## src/rtl/vec_elem_serializer.sv

```systemverilog
`default_nettype none
// ============================================================================
// Module   : vec_elem_serializer
// Purpose  : Takes one NUM_ELEM*ELEM_WIDTH vector per enqueue and emits its
//            elements one per dequeue, lowest element first. A current
//            register plus a prefetch register let the next vector land
//            while the current one drains, so output has no gap between
//            vectors.
// Ports    : CLK, nRST        clock, synchronous active-low reset
//            in_enq__ENA      enqueue in_enq_v this cycle
//            in_enq_v         input vector, element k at [k*ELEM_WIDTH +: ELEM_WIDTH]
//            in_enq__RDY      prefetch register empty
//            out_deq__ENA     consume current element
//            out_deq__RDY     current register holds a vector
//            out_first        current element
//            out_first__RDY   same as out_deq__RDY
//            out_last         current element is the vector's last
// Revision : 1.0  initial release
// ============================================================================
module vec_elem_serializer #(
   parameter int ELEM_WIDTH = 32,
   parameter int NUM_ELEM   = 3
) (
   input  logic                           CLK,
   input  logic                           nRST,
   input  logic                           in_enq__ENA,
   input  logic [NUM_ELEM*ELEM_WIDTH-1:0] in_enq_v,
   output logic                           in_enq__RDY,
   input  logic                           out_deq__ENA,
   output logic                           out_deq__RDY,
   output logic [ELEM_WIDTH-1:0]          out_first,
   output logic                           out_first__RDY,
   output logic                           out_last
);

   localparam int                c_IDX_W    = (NUM_ELEM > 1) ? $clog2(NUM_ELEM) : 1;
   localparam logic [c_IDX_W-1:0] c_LAST_IDX = c_IDX_W'(NUM_ELEM - 1);

   logic [NUM_ELEM*ELEM_WIDTH-1:0] r_cur_data;
   logic [NUM_ELEM*ELEM_WIDTH-1:0] r_nxt_data;
   logic                           r_cur_valid;
   logic                           r_nxt_valid;
   logic [c_IDX_W-1:0]             r_idx;

   logic                           w_enq;
   logic                           w_deq;
   logic                           w_last;
   logic [ELEM_WIDTH-1:0]          w_elem [NUM_ELEM];

   // Firing conditions: an ENA without its RDY is ignored.
   assign w_enq  = in_enq__ENA  & ~r_nxt_valid;
   assign w_deq  = out_deq__ENA &  r_cur_valid;
   assign w_last = w_deq & (r_idx == c_LAST_IDX);

   always_ff @(posedge CLK) begin
      if (!nRST) begin
         r_cur_data  <= '0;
         r_nxt_data  <= '0;
         r_cur_valid <= 1'b0;
         r_nxt_valid <= 1'b0;
         r_idx       <= '0;
      end else if (!r_cur_valid) begin
         // EMPTY: a new vector goes straight into the current register.
         if (w_enq) begin
            r_cur_data  <= in_enq_v;
            r_cur_valid <= 1'b1;
            r_idx       <= '0;
         end
      end else if (!r_nxt_valid) begin
         // ONE: an enqueue on the last dequeue refills current directly,
         // otherwise it parks in the prefetch register.
         if (w_last) begin
            r_idx <= '0;
            if (w_enq) begin
               r_cur_data <= in_enq_v;
            end else begin
               r_cur_valid <= 1'b0;
            end
         end else begin
            if (w_deq) begin
               r_idx <= r_idx + c_IDX_W'(1);
            end
            if (w_enq) begin
               r_nxt_data  <= in_enq_v;
               r_nxt_valid <= 1'b1;
            end
         end
      end else begin
         // TWO: the prefetched vector is promoted when current finishes.
         if (w_last) begin
            r_cur_data  <= r_nxt_data;
            r_nxt_valid <= 1'b0;
            r_idx       <= '0;
         end else if (w_deq) begin
            r_idx <= r_idx + c_IDX_W'(1);
         end
      end
   end

   for (genvar k = 0; k < NUM_ELEM; k++) begin : g_elem
      assign w_elem[k] = r_cur_data[k*ELEM_WIDTH +: ELEM_WIDTH];
   end

   assign in_enq__RDY    = ~r_nxt_valid;
   assign out_deq__RDY   = r_cur_valid;
   assign out_first__RDY = r_cur_valid;
   assign out_first      = w_elem[r_idx];
   assign out_last       = r_cur_valid & (r_idx == c_LAST_IDX);

endmodule
`default_nettype wire

```

## config.mk

```make
export PLATFORM = sky130hd
export DESIGN_NAME = vec_elem_serializer
export DESIGN_NICKNAME = d
export VERILOG_FILES = /design/src/rtl/vec_elem_serializer.sv
export SDC_FILE = /design/constraint.sdc
export NUM_CORES = 1
export LEC_CHECK = 0
export CORE_ASPECT_RATIO = 0.7
export CORE_UTILIZATION = 30
export CTS_CLUSTER_SIZE = 16
export DETAILED_ROUTE_END_ITERATION = 10
export GPL_ROUTABILITY_DRIVEN = 0
export GPL_TIMING_DRIVEN = 0
export PLACE_DENSITY = 0.59
export SLEW_MARGIN = 20
export SYNTH_ARGS = -nofsm -noshare
export SYNTH_HDL_FRONTEND = slang
export SYNTH_SLANG_ARGS = --single-unit
```

## constraint.sdc

```tcl
create_clock -name CLK -period 1.69 [get_ports CLK]
set_input_delay 0.507 -clock CLK [delete_from_list [all_inputs] [get_ports CLK]]
set_output_delay 0.507 -clock CLK [all_outputs]
set_load 0.05 [all_outputs]
```

==> qor.yml, run 1 <==
synthesis:
  netlist-cell-type-count: 26
  synth_enable_flop_cells: 0
  syn_nets: 1300
  syn_avg_cell_area_um2: 7.99
  yosysSeqAreaShare_pct: 40.9
  yosysWarnings: 0
  synth_area_mm2: 0.00958
  syn-instance-count: 1200
  ys_seq_elements: 196
  yosys_most_used_dff: "dfxtp_1"
  async_flop_share_pct: 0
outcome:
  outcome: "finished with violations"
  violations: "negative setup slack"
critical_path:
  path_max_fanout: 6
  crit_slowest_cell: "dfxtp_4"
  r2r-start: "r_idx[1]"
  cp-start-kind: "flop"
  worstPathRequired_ns: 1.18
  crit_path_cell_trace: "buf_12, buf_12, mux2i_4, o22ai_4, buf_6"
  worstPathArrival_ns: 1.75
  cpPeakStageDelay_ns: 0.39
  endpoint_kind: "output port"
  cpMostUsedCell: "buf_12"
  critical_path_class: "flop to output port"
  critPathLaunch: "r_idx[0]"
routing:
  routedWlPerCell_um: 19.6
  drt-pass1-iter-count: 5
  dr.first_iter.drc_count: 920
  wl_um: 36000
  vias: 9360
  drc_errors: 0
  via_per_inst: 5.09
  ant_nets: 0
die:
  rows: 54
  start_util_pct: 30.6
  die_height_um: 152
  io_pins: 136
  core_area_mm2: 0.0313
  dieArea_mm2: 0.0327
  die_width_um: 216
cts:
  clk_latency_ns: 0.46
  clkSlewWorstSetupHoldPaths_ns: 0.07
  numCtsBuffers: 17
  cts.hold.buffers_added: 0
  cts_tree: "built"
  htreeDepth: 4
  root_buffer: "clkbuf_16"
  cts_buffer_depth: 2
  clock-sinks: 196
sta:
  setup_violations: 225
  fin_crit_ns: 2.26
  rsz0062_at_grt: "yes"
  hold_violations: 0
  fin_skew_ns: 0.0111
  tightest_slew_ns: 0.691
  slew_headroom_pct: 53.9
  final.setup.worst_slack_ns: -0.571
  finalMaxSlewViolations: 0
  fin_crit_sh_pct: 134
  clock.fmax_mhz: 442
power_and_ir_drop:
  p_sw_mw: 4.30
  p_clk_share_pct: 31.1
  combPwrFrac_pct: 27.7
  pwr-share-seq_pct: 41.3
  power_density_mw_per_mm2: 943
  peakVddDrop_uv: 547
  power_leakage_nw: 5.59
  p_sw_share_pct: 32.1
  internal-power_mw: 9.09
grt:
  grt_usage_pct: 21.5
  antenna_found_initial: 0
  grt_pass1_vias: 8748
  grt_pass1_wl_um: 52500
  grt_max_degree: 17
  globalRouteOverflowTotal: 0
placement:
  dp.final_hpwl_um: 25100
  portBuffers: 133
  pre_cts_ws_ns: -1.02
  dpl_cell_area_mm2: 0.0118
worst_hold_path:
  min_path_type: "input pin to flop"
  min-delay-start: "out_deq__ENA"
layout:
  fin_area_mm2: 0.0142
  drive_above_1_share_pct: 20.9
  finalNetCount: 1506
  layout-area-overhead-vs-synth_pct: 48.2
  n_antenna_cell: 0
job:
  drv_cap: 0
## layout by cell type, fill, tap and decap left out, drive strengths merged, types with 3 or more instances in the layout
| master | count |
|---|---|
| a21oi | 198 |
| o32a | 96 |
| o22ai | 14 |
| buf | 144 |
| nand2 | 228 |
| clkdlybuf4s50 | 96 |
| nand2b | 3 |
| inv | 195 |
| mux2i | 128 |
| clkinv | 5 |
| dfxtp | 196 |
| clkbuf | 81 |
| o21ai | 18 |
## state kept, by name, summed over array words and instances (netlist names)
register      flops
r_cur_data       96
r_nxt_data       96
r_idx             2
out_deq__RDY      1
r_nxt_valid       1
## critical path, delay by kind of cell, from the launching register on
family | cells | cell delay, ns
muxes | 1 | 0.19
DFF | 1 | 0.39
AOI/OAI and AO/OA | 1 | 0.22
buffers and inverters | 3 | 0.48
## layer usage
layer  share of wire (%)  up-vias  track usage, %
met5                   0        -               0
met4                 2.5        0            7.55
met3                 7.3       45            4.83
met2                  42      364            31.3
met1                  48     4506            30.7
li1                    -     4445               -
## what timing repair did
action,4_1_cts,5_1_grt
gates cloned,14,11
resized for setup,453,94
setup buffers,34,15
pin swaps,16,85
setup endpoints to repair,230,227
## cell type report
| cell class | instances | area, um^2 |
|---|---|---|
| fill | 2975 | 17100 |
| multi-input combinational | 697 | 5190 |
| sequential | 196 | 3940 |
| timing repair buffer | 194 | 2340 |
| buffer | 106 | 891 |
| inverter | 194 | 731 |
| tap | 420 | 526 |
| clock buffer | 22 | 464 |
| clock inverter | 10 | 124 |
## stage by stage
stage | cells | power, mW | TNS (ns) | hold WS (ns) | util [%]
floorplan | 1200 | 7.36 | -0.572 | 0.435 | -
global placement | 1753 | 8.48 | -157.53 | 0.443 | 37.8
detailed placement | 1753 | 8.52 | -160.67 | 0.447 | 37.8
CTS | 1832 | 13.3 | -64.97 | 0.377 | 44.5
global route | 1839 | 13.9 | -62.79 | 0.422 | 45.4
finish | 1839 | 13.4 | -54.80 | 0.424 | 45.4
## worst paths after layout
kind                                       end  slack (ns)  depth (start not counted)
worst max register to register  r_nxt_data[27]       -0.32                         10
worst max-delay path             out_first[15]       -0.57                          5
worst min register to register   r_nxt_data[2]        0.46                          2
worst min-delay path              out_deq__RDY        0.42                          2
## power groups by stage
stage | logic [mW] | registers, mW | clock network (mW)
detailed placement | 3.02 | 5.50 | 0
finish | 3.71 | 5.53 | 4.16
floorplan | 2.02 | 5.34 | 0
global route | 3.89 | 5.55 | 4.41
global placement | 2.99 | 5.49 | 0
CTS | 3.58 | 5.48 | 4.21
## kinds of logic after synthesis
family / share of synthesized area, %
AND/OR/NAND/NOR: 9.82
AO/OA/AOI/OAI: 22.6
multiplexers: 13.4
flip-flops: 40.9
buffers and inverters: 13.2
## synth_stat cells, types with 3 or more instances
library cell / n / area [um^2]
a21oi_1: 196 / 981
nand2b_1: 3 / 18.8
o22ai_1: 14 / 87.6
mux2i_1: 128 / 1280
inv_1: 194 / 728
nand2_1: 227 / 852
buf_4: 9 / 67.6
o21ai_0: 18 / 90.1
o32a_1: 96 / 961
clkbuf_1: 59 / 221
buf_1: 4 / 15.0
buf_2: 36 / 180
dfxtp_1: 196 / 3920
buf_6: 5 / 56.3
Power figures use the tool's default switching activity.
==> run 2: changes to the inputs <==
--- a/config.mk
+++ b/config.mk
@@ -9,7 +9,6 @@
 export CORE_UTILIZATION = 30
 export CTS_CLUSTER_SIZE = 16
 export DETAILED_ROUTE_END_ITERATION = 10
-export GPL_ROUTABILITY_DRIVEN = 0
 export GPL_TIMING_DRIVEN = 0
 export PLACE_DENSITY = 0.59
 export SLEW_MARGIN = 20
==> results of run 2 <==
Same layout as run 1: the final DEF is identical, and so are final timing and power.
